File: config.mk
export PLATFORM = sky130hd
export DESIGN_NAME = uart_fifo_param
export DESIGN_NICKNAME = d
export VERILOG_FILES = /design/src/rtl/uart_fifo_param.sv
export SDC_FILE = /design/constraint.sdc
export NUM_CORES = 1
export LEC_CHECK = 0
export BUFFER_PORTS_ARGS = -buffer_cell sky130_fd_sc_hd__buf_2
export CELL_PAD_IN_SITES_DETAIL_PLACEMENT = 0
export CELL_PAD_IN_SITES_GLOBAL_PLACEMENT = 1
export CORE_ASPECT_RATIO = 0.5
export CORE_UTILIZATION = 54
export CTS_CLUSTER_DIAMETER = 50
export CTS_CLUSTER_SIZE = 8
export DETAILED_ROUTE_END_ITERATION = 16
export HOLD_SLACK_MARGIN = 0.02
export PLACE_DENSITY = 0.87
export SKIP_CTS_REPAIR_TIMING = 1
export SYNTH_ARGS = -nofsm -noshare
export SYNTH_HDL_FRONTEND = slang
export SYNTH_SLANG_ARGS = --single-unit
export TNS_END_PERCENT = 50
File: constraint.sdc
create_clock -name clk -period 4.96 [get_ports clk]
set_input_delay 0.992 -clock clk [delete_from_list [all_inputs] [get_ports clk]]
set_output_delay 0.992 -clock clk [all_outputs]
set_load 0.01 [all_outputs]
File: src/rtl/uart_fifo_param.sv
// rtl/uart_fifo_param.sv - parametrised buffered UART with TX/RX FIFOs
//
// A TX FIFO feeds a serialiser and a deserialiser feeds an RX FIFO.
// Optional parity is enabled by defining UART_PARITY_EN.
// Without that macro, no parity bit is framed and parity_err stays 0.
//
// Ports:
//   clk, rst            single rising-edge clock, async active-high reset
//   tx_data, tx_en      push a word into the TX FIFO
//   tx_full, tx_count   TX FIFO status (registered)
//   rx_next             pop the RX FIFO head
//   rx_data, rx_empty   RX FIFO head (first-word fall-through) and status
//   rx_count            RX FIFO occupancy
//   rx_overrun          sticky: received word dropped on a full RX FIFO
//   frame_err           sticky: first stop bit sampled low
//   parity_err          sticky: parity mismatch (0 without UART_PARITY_EN)
//   err_clr             clear all sticky flags (a same-cycle set wins)
//   rx, tx              serial line in (asynchronous) / out (registered)
module uart_fifo_param #(
  parameter int DATA_W       = 8,
  parameter int FIFO_DEPTH   = 16,
  parameter int CLKS_PER_BIT = 868,
  parameter int STOP_BITS    = 1,
  parameter int PARITY_ODD   = 0
) (
  input  logic                          clk,
  input  logic                          rst,
  input  logic [DATA_W-1:0]             tx_data,
  input  logic                          tx_en,
  output logic                          tx_full,
  output logic [$clog2(FIFO_DEPTH):0]   tx_count,
  input  logic                          rx_next,
  output logic [DATA_W-1:0]             rx_data,
  output logic                          rx_empty,
  output logic [$clog2(FIFO_DEPTH):0]   rx_count,
  output logic                          rx_overrun,
  output logic                          frame_err,
  output logic                          parity_err,
  input  logic                          err_clr,
  input  logic                          rx,
  output logic                          tx
);
  localparam int AW    = $clog2(FIFO_DEPTH);
  localparam int CW    = AW + 1;
  localparam int CNT_W = $clog2(CLKS_PER_BIT);
`ifdef UART_PARITY_EN
  localparam logic HAS_PAR = 1'b1;
`else
  localparam logic HAS_PAR = 1'b0;
`endif
  localparam logic [CNT_W-1:0] BIT_LAST  = CNT_W'(CLKS_PER_BIT - 1);
  localparam logic [CNT_W-1:0] HALF_LAST = CNT_W'(CLKS_PER_BIT / 2 - 1);
  localparam logic [3:0]       DATA_LAST = 4'(DATA_W - 1);
  localparam logic [3:0]       STOP_LAST = 4'(STOP_BITS - 1);
  localparam logic [CW-1:0]    DEPTH     = CW'(FIFO_DEPTH);
  localparam logic             ODD       = 1'(PARITY_ODD);

  localparam logic [2:0] S_IDLE  = 3'd0;
  localparam logic [2:0] S_START = 3'd1;
  localparam logic [2:0] S_DATA  = 3'd2;
  localparam logic [2:0] S_PAR   = 3'd3;
  localparam logic [2:0] S_STOP  = 3'd4;
  localparam logic [2:0] S_BREAK = 3'd5;   // RX only: wait for line high after a framing error

  // ---------------- TX FIFO ----------------
  logic [DATA_W-1:0] tx_mem_q [FIFO_DEPTH];
  logic [AW-1:0]     tx_wr_q, tx_wr_d, tx_rd_q, tx_rd_d;
  logic [CW-1:0]     tx_cnt_q, tx_cnt_d;
  logic              tx_full_q, tx_full_d;
  logic              tx_push, tx_pop;
  logic [DATA_W-1:0] tx_head;

  assign tx_head = tx_mem_q[tx_rd_q];

  always_comb begin
    tx_push   = tx_en && (!tx_full_q || tx_pop);
    tx_wr_d   = tx_wr_q + AW'(tx_push);
    tx_rd_d   = tx_rd_q + AW'(tx_pop);
    tx_cnt_d  = tx_cnt_q + CW'(tx_push) - CW'(tx_pop);
    tx_full_d = (tx_cnt_d == DEPTH);
  end

  always_ff @(posedge clk) begin
    if (tx_push) tx_mem_q[tx_wr_q] <= tx_data;
  end

  // ---------------- TX FSM ----------------
  logic [2:0]        tx_st_q, tx_st_d;
  logic [CNT_W-1:0]  tx_tick_q, tx_tick_d;
  logic [3:0]        tx_idx_q, tx_idx_d;
  logic [DATA_W-1:0] tx_sh_q, tx_sh_d;
  logic              tx_par_q, tx_par_d;
  logic              tx_q, tx_d;
  logic              tx_load;

  always_comb begin
    tx_st_d   = tx_st_q;
    tx_tick_d = tx_tick_q;
    tx_idx_d  = tx_idx_q;
    tx_sh_d   = tx_sh_q;
    tx_par_d  = tx_par_q;
    tx_d      = tx_q;
    tx_load   = 1'b0;
    if (tx_st_q == S_IDLE) begin
      tx_load = (tx_cnt_q != '0);
    end else if (tx_tick_q != BIT_LAST) begin
      tx_tick_d = tx_tick_q + 1'b1;
    end else begin
      tx_tick_d = '0;
      case (tx_st_q)
        S_START: begin
          tx_st_d  = S_DATA;
          tx_idx_d = '0;
          tx_d     = tx_sh_q[0];
        end
        S_DATA: begin
          if (tx_idx_q == DATA_LAST) begin
            tx_idx_d = '0;
            tx_st_d  = HAS_PAR ? S_PAR : S_STOP;
            tx_d     = HAS_PAR ? tx_par_q : 1'b1;
          end else begin
            tx_idx_d = tx_idx_q + 1'b1;
            tx_sh_d  = tx_sh_q >> 1;
            tx_d     = tx_sh_q[1];
          end
        end
        S_PAR: begin
          tx_st_d = S_STOP;
          tx_d    = 1'b1;
        end
        S_STOP: begin
          if (tx_idx_q == STOP_LAST) begin
            // Chain straight into the next start bit when more data waits.
            tx_load = (tx_cnt_q != '0);
            tx_st_d = S_IDLE;
            tx_d    = 1'b1;
          end else begin
            tx_idx_d = tx_idx_q + 1'b1;
          end
        end
        default: begin
          tx_st_d = S_IDLE;
          tx_d    = 1'b1;
        end
      endcase
    end
    if (tx_load) begin
      tx_st_d   = S_START;
      tx_tick_d = '0;
      tx_idx_d  = '0;
      tx_sh_d   = tx_head;
      tx_par_d  = (^tx_head) ^ ODD;
      tx_d      = 1'b0;
    end
    tx_pop = tx_load;
  end

  // ---------------- RX FSM ----------------
  logic              rx_s1_q, rx_s2_q;
  logic [2:0]        rx_st_q, rx_st_d;
  logic [CNT_W-1:0]  rx_tick_q, rx_tick_d;
  logic [3:0]        rx_idx_q, rx_idx_d;
  logic [DATA_W-1:0] rx_sh_q, rx_sh_d;
  logic              rx_pbit_q, rx_pbit_d;
  logic              rx_push, frame_set, par_set;

  always_comb begin
    rx_st_d   = rx_st_q;
    rx_tick_d = rx_tick_q;
    rx_idx_d  = rx_idx_q;
    rx_sh_d   = rx_sh_q;
    rx_pbit_d = rx_pbit_q;
    rx_push   = 1'b0;
    frame_set = 1'b0;
    par_set   = 1'b0;
    case (rx_st_q)
      // IDLE is only entered with the line high, so a low level here is a falling edge.
      S_IDLE: begin
        if (!rx_s2_q) begin
          rx_st_d   = S_START;
          rx_tick_d = '0;
        end
      end
      S_START: begin
        if (rx_tick_q == HALF_LAST) begin
          rx_tick_d = '0;
          rx_idx_d  = '0;
          rx_st_d   = rx_s2_q ? S_IDLE : S_DATA;
        end else begin
          rx_tick_d = rx_tick_q + 1'b1;
        end
      end
      S_DATA, S_PAR, S_STOP: begin
        if (rx_tick_q != BIT_LAST) begin
          rx_tick_d = rx_tick_q + 1'b1;
        end else begin
          rx_tick_d = '0;
          if (rx_st_q == S_DATA) begin
            rx_sh_d = {rx_s2_q, rx_sh_q[DATA_W-1:1]};
            if (rx_idx_q == DATA_LAST) rx_st_d = HAS_PAR ? S_PAR : S_STOP;
            else                       rx_idx_d = rx_idx_q + 1'b1;
          end else if (rx_st_q == S_PAR) begin
            rx_pbit_d = rx_s2_q;
            rx_st_d   = S_STOP;
          end else if (!rx_s2_q) begin
            frame_set = 1'b1;
            rx_st_d   = S_BREAK;
          end else begin
            rx_st_d = S_IDLE;
            if (HAS_PAR && (((^rx_sh_q) ^ rx_pbit_q) != ODD)) par_set = 1'b1;
            else                                                rx_push = 1'b1;
          end
        end
      end
      S_BREAK: if (rx_s2_q) rx_st_d = S_IDLE;
      default: rx_st_d = S_IDLE;
    endcase
  end

  // ---------------- RX FIFO + flags ----------------
  logic [DATA_W-1:0] rx_mem_q [FIFO_DEPTH];
  logic [AW-1:0]     rx_wr_q, rx_wr_d, rx_rd_q, rx_rd_d;
  logic [CW-1:0]     rx_cnt_q, rx_cnt_d;
  logic              rx_empty_q, rx_empty_d;
  logic              rx_pop, rx_accept, ovr_set;
  logic              rx_overrun_q, rx_overrun_d, frame_err_q, frame_err_d;
  logic              parity_err_q, parity_err_d;

  always_comb begin
    rx_pop       = rx_next && !rx_empty_q;
    rx_accept    = rx_push && ((rx_cnt_q != DEPTH) || rx_pop);
    ovr_set      = rx_push && !rx_accept;
    rx_wr_d      = rx_wr_q + AW'(rx_accept);
    rx_rd_d      = rx_rd_q + AW'(rx_pop);
    rx_cnt_d     = rx_cnt_q + CW'(rx_accept) - CW'(rx_pop);
    rx_empty_d   = (rx_cnt_d == '0);
    rx_overrun_d = ovr_set   | (rx_overrun_q & ~err_clr);
    frame_err_d  = frame_set | (frame_err_q  & ~err_clr);
    parity_err_d = par_set   | (parity_err_q & ~err_clr);
  end

  always_ff @(posedge clk) begin
    if (rx_accept) rx_mem_q[rx_wr_q] <= rx_sh_q;
  end

  always_ff @(posedge clk or posedge rst) begin
    if (rst) begin
      tx_wr_q <= '0; tx_rd_q <= '0; tx_cnt_q <= '0; tx_full_q <= 1'b0;
      tx_st_q <= S_IDLE; tx_tick_q <= '0; tx_idx_q <= '0;
      tx_sh_q <= '0; tx_par_q <= 1'b0; tx_q <= 1'b1;
      rx_s1_q <= 1'b1; rx_s2_q <= 1'b1;
      rx_st_q <= S_IDLE; rx_tick_q <= '0; rx_idx_q <= '0;
      rx_sh_q <= '0; rx_pbit_q <= 1'b0;
      rx_wr_q <= '0; rx_rd_q <= '0; rx_cnt_q <= '0; rx_empty_q <= 1'b1;
      rx_overrun_q <= 1'b0; frame_err_q <= 1'b0; parity_err_q <= 1'b0;
    end else begin
      tx_wr_q <= tx_wr_d; tx_rd_q <= tx_rd_d; tx_cnt_q <= tx_cnt_d; tx_full_q <= tx_full_d;
      tx_st_q <= tx_st_d; tx_tick_q <= tx_tick_d; tx_idx_q <= tx_idx_d;
      tx_sh_q <= tx_sh_d; tx_par_q <= tx_par_d; tx_q <= tx_d;
      rx_s1_q <= rx; rx_s2_q <= rx_s1_q;
      rx_st_q <= rx_st_d; rx_tick_q <= rx_tick_d; rx_idx_q <= rx_idx_d;
      rx_sh_q <= rx_sh_d; rx_pbit_q <= rx_pbit_d;
      rx_wr_q <= rx_wr_d; rx_rd_q <= rx_rd_d; rx_cnt_q <= rx_cnt_d; rx_empty_q <= rx_empty_d;
      rx_overrun_q <= rx_overrun_d; frame_err_q <= frame_err_d; parity_err_q <= parity_err_d;
    end
  end

  assign tx         = tx_q;
  assign tx_full    = tx_full_q;
  assign tx_count   = tx_cnt_q;
  assign rx_empty   = rx_empty_q;
  assign rx_count   = rx_cnt_q;
  assign rx_data    = rx_empty_q ? '0 : rx_mem_q[rx_rd_q];
  assign rx_overrun = rx_overrun_q;
  assign frame_err  = frame_err_q;
  assign parity_err = parity_err_q;
endmodule

==> run_results.csv, run 1 <==
group,metric,value,unit
worst_setup_path,r2r_start,"tx_tick_q[0]",
floorplan,core-area,0.0254,sq mm
worst_setup_path,crit_top_cell,"ha_1",
grt,grt_usage,21.6,%
drt,drt_first_pass_iters,5,
worst_setup_path,cp-start-kind,"flip-flop",
final_layout,final.fill_count,1729,
flow_run,cap_violations,0,
final_layout,syn2layout_area_growth,14.3,%
clock_tree,h-tree-depth,2,
logic_synthesis,ys_ff_latch,340,
worst_setup_path,required,5390,ps
drt,wl,27.8,mm
placed_design,gp_congestion,0.840,
final_layout,final_layout_size_suffix_gt1_share,22.1,%
timing,setup_viol_count_final,0,
outcome,status,"finished, final reports clean",
worst_setup_path,startpoint,"tx_tick_q[0]",
worst_setup_path,cp_cell_sequence,"ha_1, nor4bb_1, nand4_1, o21ai_1, a21boi_1, buf_4, nand2b_1, ha_1, inv_1, ha_1, fa_1, a21oi_1, o21bai_1, xnor2_1, nand2b_1, nor4_1",
logic_synthesis,synth-async-reset-ratio,24.7,%
worst_setup_path,rr_worst_depth,16,
logic_synthesis,synth_warnings,0,
logic_synthesis,syn-cell-area,0.0141,sq mm
worst_setup_path,path_class,"reg -> reg",
worst_setup_path,max_stage_delay,630,ps
floorplan,die-width,231,um
drt,drc,0,
power,p_per_area,472,mW/mm^2
drt,vias_per_cell,5.93,
clock_tree,cts.sinks,340,
timing,skew,10.3,ps
worst_setup_path,reg2reg_slack,860,ps
timing,tightest_slew,1030,ps
floorplan,io_pins,38,
timing,fin_crit_sh,82.7,%
worst_setup_path,worstPathArrival,4530,ps
clock_tree,cts_tree,"yes",
worst_hold_path,hold-path-cell-count,0,
clock_tree,root_buffer,"clkbuf_16",
timing,period_minus_slack,4100,ps
worst_setup_path,worstSetupPathDepth,16,
worst_hold_path,hp-class,"reg -> reg",
power,ir_drop,0.000261,V
timing,fin_setup_tns,0,ps
logic_synthesis,synth_top_flop_cell,"edfxtp_1",
timing,whs,362,ps
clock_tree,clockBufferDepth,3,
grt,antenna_found_initial,0,
worst_setup_path,r2r-end,"tx_full",
floorplan,rows,41,
timing,max-slew-margin-rel,30.5,%
grt,grt_max_degree,59,
clock_tree,numCtsBuffers,48,
logic_synthesis,synthCells,842,
logic_synthesis,syn_nets,884,
grt,grt_pass1_vias,7748,
floorplan,die-area,0.0269,sq mm
worst_setup_path,crit_family,"adder cells",
timing,rsz0062_at_grt,"no",
worst_setup_path,crit_path_end_kind,"flip-flop",
timing,finalMaxSlewViolations,0,
placed_design,numPortBuffers,37,
floorplan,start_util,55.6,%
timing,fmax,244,MHz
grt,overflow,0,
power,leakage,0.00616,uW
worst_setup_path,critPathMaxFanout,18,
timing,hold_viol_final,0,
worst_setup_path,path_buf_inv,2,
drt,ant_nets,0,
final_layout,antenna_cells,0,
final_layout,nets,954,
final_layout,fin_util,63.5,%
logic_synthesis,syn-mean-instance-area,16.8,sq um
drt,num_vias,7671,
grt,grt_pass1_wl,43.8,mm
logic_synthesis,synth_cell_types,65,
logic_synthesis,ys_seq_area_share,69.2,%
worst_setup_path,worstSetupEndpoint,"tx_full",
drt,drt_first_iter_violations,683,
placed_design,dp.final_hpwl,16.8,mm
clock_tree,clk_pin_slew,50,ps
clock_tree,clock_latency,550,ps
drt,avgRoutedWirePerCell,21.5,um
logic_synthesis,synth_edf_count,256,
worst_setup_path,crit_slowest_cell,"o21ai_1",
floorplan,die_h,116,um
[registers in the layout (all words and copies together) (netlist names), 5 cells and up]
signal / cells
rx_count: 5
rx_mem_q: 128
rx_sh_q: 8
rx_tick_q: 10
tx_count: 5
tx_mem_q: 128
tx_sh_q: 8
tx_tick_q: 10
[cell usage in the layout (no fill, tap or decap), types with 9 or more instances in the layout]
cell and instances:
nand4_1 10, buf_4 20, dfrtp_1 78, clkbuf_1 37
o21ai_0 27, nor2_1 42, a21oi_1 14, nand3_1 22
nand2_1 43, inv_1 24, edfxtp_1 256, mux4_2 72
clkbuf_16 48, a22oi_1 16, buf_2 37, xor2_1 16
mux2_2 9, ha_1 26, nand2b_1 13, nor2b_1 19
[layout make-up]
| cell class | count | area [sq um] | share of cell area [%] |
|---|---|---|---|
| Sequential cell | 340 | 9800 | 60.6 |
| Multi-Input combinational cell | 440 | 4110 | 25.4 |
| Clock buffer | 85 | 1340 | 8.29 |
| Tap cell | 344 | 430 | 2.66 |
| Timing Repair Buffer | 57 | 335 | 2.07 |
| Inverter | 25 | 95.1 | 0.588 |
| Clock inverter | 3 | 55.1 | 0.341 |
[stage by stage]
| step | instance area (sq um) | power, uW | worst slack, ps | cells |
|---|---|---|---|---|
| floorplan | 14100 | 4310 | 1460 | 842 |
| global placement | 14800 | 4640 | 1130 | 1206 |
| detailed placement | 14800 | 4670 | 877 | 1206 |
| CTS | 16200 | 7690 | 816 | 1294 |
| global route | 16200 | 7940 | 394 | 1294 |
| finish | 16200 | 7620 | 857 | 1294 |
[cell families after synthesis]
| group | count (synthesis) | share of synthesized area, % |
|---|---|---|
| multiplexers | 89 | 12.7 |
| adder cells (fa/ha/maj) | 28 | 2.58 |
| flip-flops | 340 | 69.2 |
| AO/OA/AOI/OAI | 96 | 4.53 |
| buffers and inverters | 62 | 1.70 |
| XOR/XNOR | 24 | 1.49 |
| AND/OR/NAND/NOR | 203 | 7.74 |
[how the worst min path moves through the flow]
stage          slack (ps)     from      end
3_3_place_gp          350  rx_s1_q  rx_s2_q
3_5_place_dp          350  rx_s1_q  rx_s2_q
2_1_floorplan         350  rx_s1_q  rx_s2_q
6_report              360  rx_s1_q  rx_s2_q
5_1_grt               370  rx_s1_q  rx_s2_q
4_1_cts               360  rx_s1_q  rx_s2_q
[power breakdown]
part | switching, uW | total (uW) | leakage [uW] | internal [uW]
clock | 1150 | 3010 | 0.000661 | 1860
sequential | 230 | 3500 | 0.00363 | 3270
combinational | 571 | 1120 | 0.00187 | 548
[routing by layer]
layer / up-vias / global-route usage (%) / part of all wire [%]
met3: 46 / 4.42 / 5.1
met5: - / 0 / 0
met2: 227 / 35.6 / 49
met1: 3941 / 29.2 / 44
met4: 0 / 7.77 / 2.2
li1: 3457 / - / -
[worst register-to-register path: cells and delay by family (launching register included)]
| kind | cells | cell delay, ps |
|---|---|---|
| AND/OR/NAND/NOR | 5 | 1010 |
| AO/OA/AOI/OAI | 4 | 1040 |
| XOR/XNOR | 1 | 190 |
| buffers and inverters | 2 | 260 |
| flip-flops | 1 | 380 |
| adder cells (fa/ha/maj) | 4 | 1110 |
[Yosys cell counts (3+ instances only)]
cell type	n	area [sq um]
a21oi_1	14	70.1
or2_2	4	25.0
clkbuf_1	25	93.8
nor4_1	7	43.8
nand4_1	10	62.6
dfrtp_1	80	2000
mux2_2	9	101
edfxtp_1	256	7690
mux4_2	72	1620
nand2_1	43	161
ha_1	26	325
nor2b_1	19	119
nor3b_1	5	37.5
nor2_1	42	158
nor4b_1	7	61.3
mux2i_1	8	80.1
a31oi_1	6	37.5
dfstp_2	4	105
o31ai_1	3	22.5
a22oi_1	16	120
nor3_1	8	40.0
buf_2	6	30.0
o21ai_0	27	135
buf_1	6	22.5
inv_1	25	93.8
nand3_1	22	110
xor2_1	16	140
a32o_1	4	40.0
nand2b_1	13	81.3
xnor2_1	8	70.1
and3_1	4	25.0
Note: power is estimated with default switching activity, not from simulation.
==> run 2, diff against run 1 <==
- ABC_AREA: unset -> 1
- CORE_UTILIZATION: 54 -> 50
- PLACE_DENSITY: 0.87 -> 0.86
- clock period: 4.96 -> 3.9 ns (I/O delays scaled with it)
==> run 2 against run 1 <==
Compared with the run above:
- the flow now finishes with violations (DRC)
- via count rose by 31%
- critical path depth down 10
- sequential share of layout area decreased by 3.2 points
- worst hold slack got worse by 25 ps
- clock power up 26%
- critical endpoint is now rx_data[4]
==> run_results.csv, run 2 <==
group,metric,value,unit
logic_synthesis,syn-mean-instance-area,10.6,sq um
grt,grt_pass1_wl,51.8,mm
worst_setup_path,worstSetupEndpoint,"rx_data[4]",
worst_setup_path,crit_top_cell,"o21ai_0",
floorplan,rows,44,
timing,max-slew-margin-rel,24.7,%
floorplan,core-area,0.0293,sq mm
final_layout,stdcell_area,0.0171,sq mm
drt,ant_nets,0,
flow_run,cap_violations,0,
clock_tree,numCtsBuffers,48,
power,p_per_area,609,mW/mm^2
drt,num_vias,10000,
final_layout,nets,1523,
drt,avgRoutedWirePerCell,16.9,um
clock_tree,cts.sinks,340,
drt,drt_first_pass_iters,11,
logic_synthesis,synth_cell_types,44,
logic_synthesis,synth_top_area_share,51.1,%
grt,grt_max_degree,66,
worst_setup_path,cp-start-kind,"flip-flop",
logic_synthesis,synth-async-reset-ratio,24.7,%
logic_synthesis,syn-cell-area,0.0150,sq mm
logic_synthesis,post-synth-top-count-cell,"nand2_1",
worst_setup_path,path_class,"reg -> out",
drt,drc,2,
worst_setup_path,worstSetupPathDepth,6,
worst_setup_path,required,3120,ps
final_layout,layout_commonest_cell,"nand2_1",
worst_setup_path,crit_slowest_cell,"buf_4",
grt,antenna_found_initial,0,
final_layout,antenna_cells,0,
timing,period_minus_slack,3360,ps
worst_setup_path,max_stage_delay,520,ps
final_layout,final_layout_size_suffix_gt1_share,11.7,%
grt,overflow,0,
clock_tree,clk_pin_slew,50,ps
floorplan,die-area,0.0308,sq mm
power,leakage,0.00722,uW
timing,fin_crit_sh,86.2,%
floorplan,start_util,51.4,%
worst_setup_path,worstPathArrival,2580,ps
drt,vias_per_cell,5.28,
placed_design,dp.final_hpwl,19.6,mm
outcome,status,"finished with violations",
worst_setup_path,crit_path_end_kind,"primary output",
placed_design,numPortBuffers,37,
timing,tightest_slew,1130,ps
final_layout,syn2layout_area_growth,13.3,%
logic_synthesis,synth_warnings,0,
floorplan,die-width,247,um
drt,wl,32.1,mm
worst_setup_path,r2r-end,"tx_full",
worst_setup_path,crit_family,"compound AO/OA/AOI/OAI gates",
worst_hold_path,hp-class,"in -> reg",
logic_synthesis,syn_nets,1462,
timing,rsz0062_at_grt,"no",
clock_tree,clock_latency,550,ps
worst_setup_path,path_buf_inv,2,
grt,grt_pass1_vias,9807,
logic_synthesis,synthCells,1420,
clock_tree,h-tree-depth,2,
logic_synthesis,synthTopCellsByArea,"edfxtp_1, dfrtp_1, nand2_1, nand3_1, nor2_1",
drt,drt_first_iter_violations,825,
timing,hold_viol_final,0,
logic_synthesis,synth_edf_count,256,
logic_synthesis,ys_seq_area_share,65.1,%
clock_tree,root_buffer,"clkbuf_16",
timing,skew,15.8,ps
floorplan,die_h,125,um
placed_design,gp_congestion,0.848,
timing,fin_setup_tns,0,ps
worst_setup_path,startpoint,"rx_rd_q[0]",
worst_setup_path,rr_worst_depth,16,
logic_synthesis,netlist_top_cells_count,"nand2_1, edfxtp_1, nor2_1",
worst_setup_path,cp_cell_sequence,"buf_4, o21ai_0, o21ai_0, o211ai_1, a21oi_1, buf_2",
worst_setup_path,r2r_start,"tx_idx_q[0]",
final_layout,most-common-layout-cells,"nand2_1, edfxtp_1, nor2_1",
timing,fmax,297,MHz
outcome,failed_checks,"DRC",
logic_synthesis,synth_top_flop_cell,"edfxtp_1",
final_layout,reg_top3,"rx_mem_q: 128 flops, tx_mem_q: 128 flops",
power,design_power_total,10400,uW
floorplan,io_pins,38,
clock_tree,clockBufferDepth,3,
timing,finalMaxSlewViolations,0,
timing,setup_viol_count_final,0,
logic_synthesis,ys_ff_latch,340,
logic_synthesis,synth_largest_area_cell,"edfxtp_1",
worst_setup_path,critPathMaxFanout,64,
grt,grt_usage,21.5,%
worst_setup_path,reg2reg_slack,720,ps
placed_design,place_area,0.0157,sq mm
clock_tree,cts_tree,"yes",
power,ir_drop,0.000335,V
==> run 2: changes by cell type after synthesis, sizes merged, moves of 13 or more <==
| cell | previous run | this run |
|---|---|---|
| nand2b | 13 | 0 |
| nor2b | 19 | 0 |
| buf | 12 | 27 |
| o21ai | 29 | 98 |
| nand3 | 22 | 136 |
| mux4 | 72 | 0 |
| nor2 | 42 | 170 |
| a22oi | 17 | 0 |
| o211ai | 0 | 32 |
| nand2 | 43 | 300 |
| inv | 25 | 155 |
| nor3 | 9 | 24 |
==> run 2: power by group <==
part	leakage [uW]	internal, uW	switching [uW]	total (uW)
Sequential	0.00370	4160	191	4350
Combinational	0.00287	768	1470	2240
Clock	0.000650	2330	1460	3790
Total	0.00722	7260	3120	10400
==> run 2: layout make-up <==
class	instances	area (sq um)
fillers	2425	12200
multi-input cells	870	4420
clock inverters	3	55.1
inverters	158	596
well taps	391	489
flip-flops and latches	340	9800
repair buffers	63	393
clock buffers	76	1310
==> run 2: worst register-to-register path, delay by kind of cell (launching register included) <==
| family | cells | cell delay, ps |
|---|---|---|
| adders and majority gates | 4 | 1070 |
| xor gates and xnor gates | 1 | 170 |
| buffers and inverters | 2 | 140 |
| and+or+nand+nor | 9 | 1330 |
| DFF | 1 | 410 |
==> run 2: metal layers <==
| metal | wire length [um] | GRT usage [%] |
|---|---|---|
| met5 | 0 | 0 |
| met4 | 701 | 7.29 |
| met3 | 2060 | 3.90 |
| met2 | 14700 | 32.8 |
| met1 | 14600 | 31.1 |
==> run 2: worst min-delay path by stage <==
stage | slack, ps | start | endpoint | depth (start not counted)
2_1_floorplan | 350 | rx_s1_q | rx_s2_q | 0
3_5_place_dp | 350 | rx_s1_q | rx_s2_q | 0
5_1_grt | 320 | rx | rx_s1_q | 1
6_report | 340 | rx | rx_s1_q | 1
4_1_cts | 310 | rx | rx_s1_q | 1
3_3_place_gp | 350 | rx_s1_q | rx_s2_q | 0
==> run 2: kinds of logic (layout without fill, tap and decap cells) <==
family / after synthesis / after routing / synth area share [%]
xor+xnor: 24 / 24 / 1.40
mux: 8 / 8 / 0.765
compound gates: 162 / 162 / 6.21
fa+ha+maj: 28 / 28 / 2.43
simple gates: 648 / 648 / 18.6
flops: 340 / 340 / 65.1
buf+inv: 210 / 300 / 5.55
==> run 2: per-stage QoR <==
step           util [%]  instances  setup slack, ps  hold slack, ps
2_1_floorplan         -       1420              961             345
5_1_grt            58.2       1901              396             316
4_1_cts            58.2       1901              543             309
6_report           58.2       1901              537             337
3_3_place_gp       53.6       1822              817             347
3_5_place_dp       53.6       1822              723             351
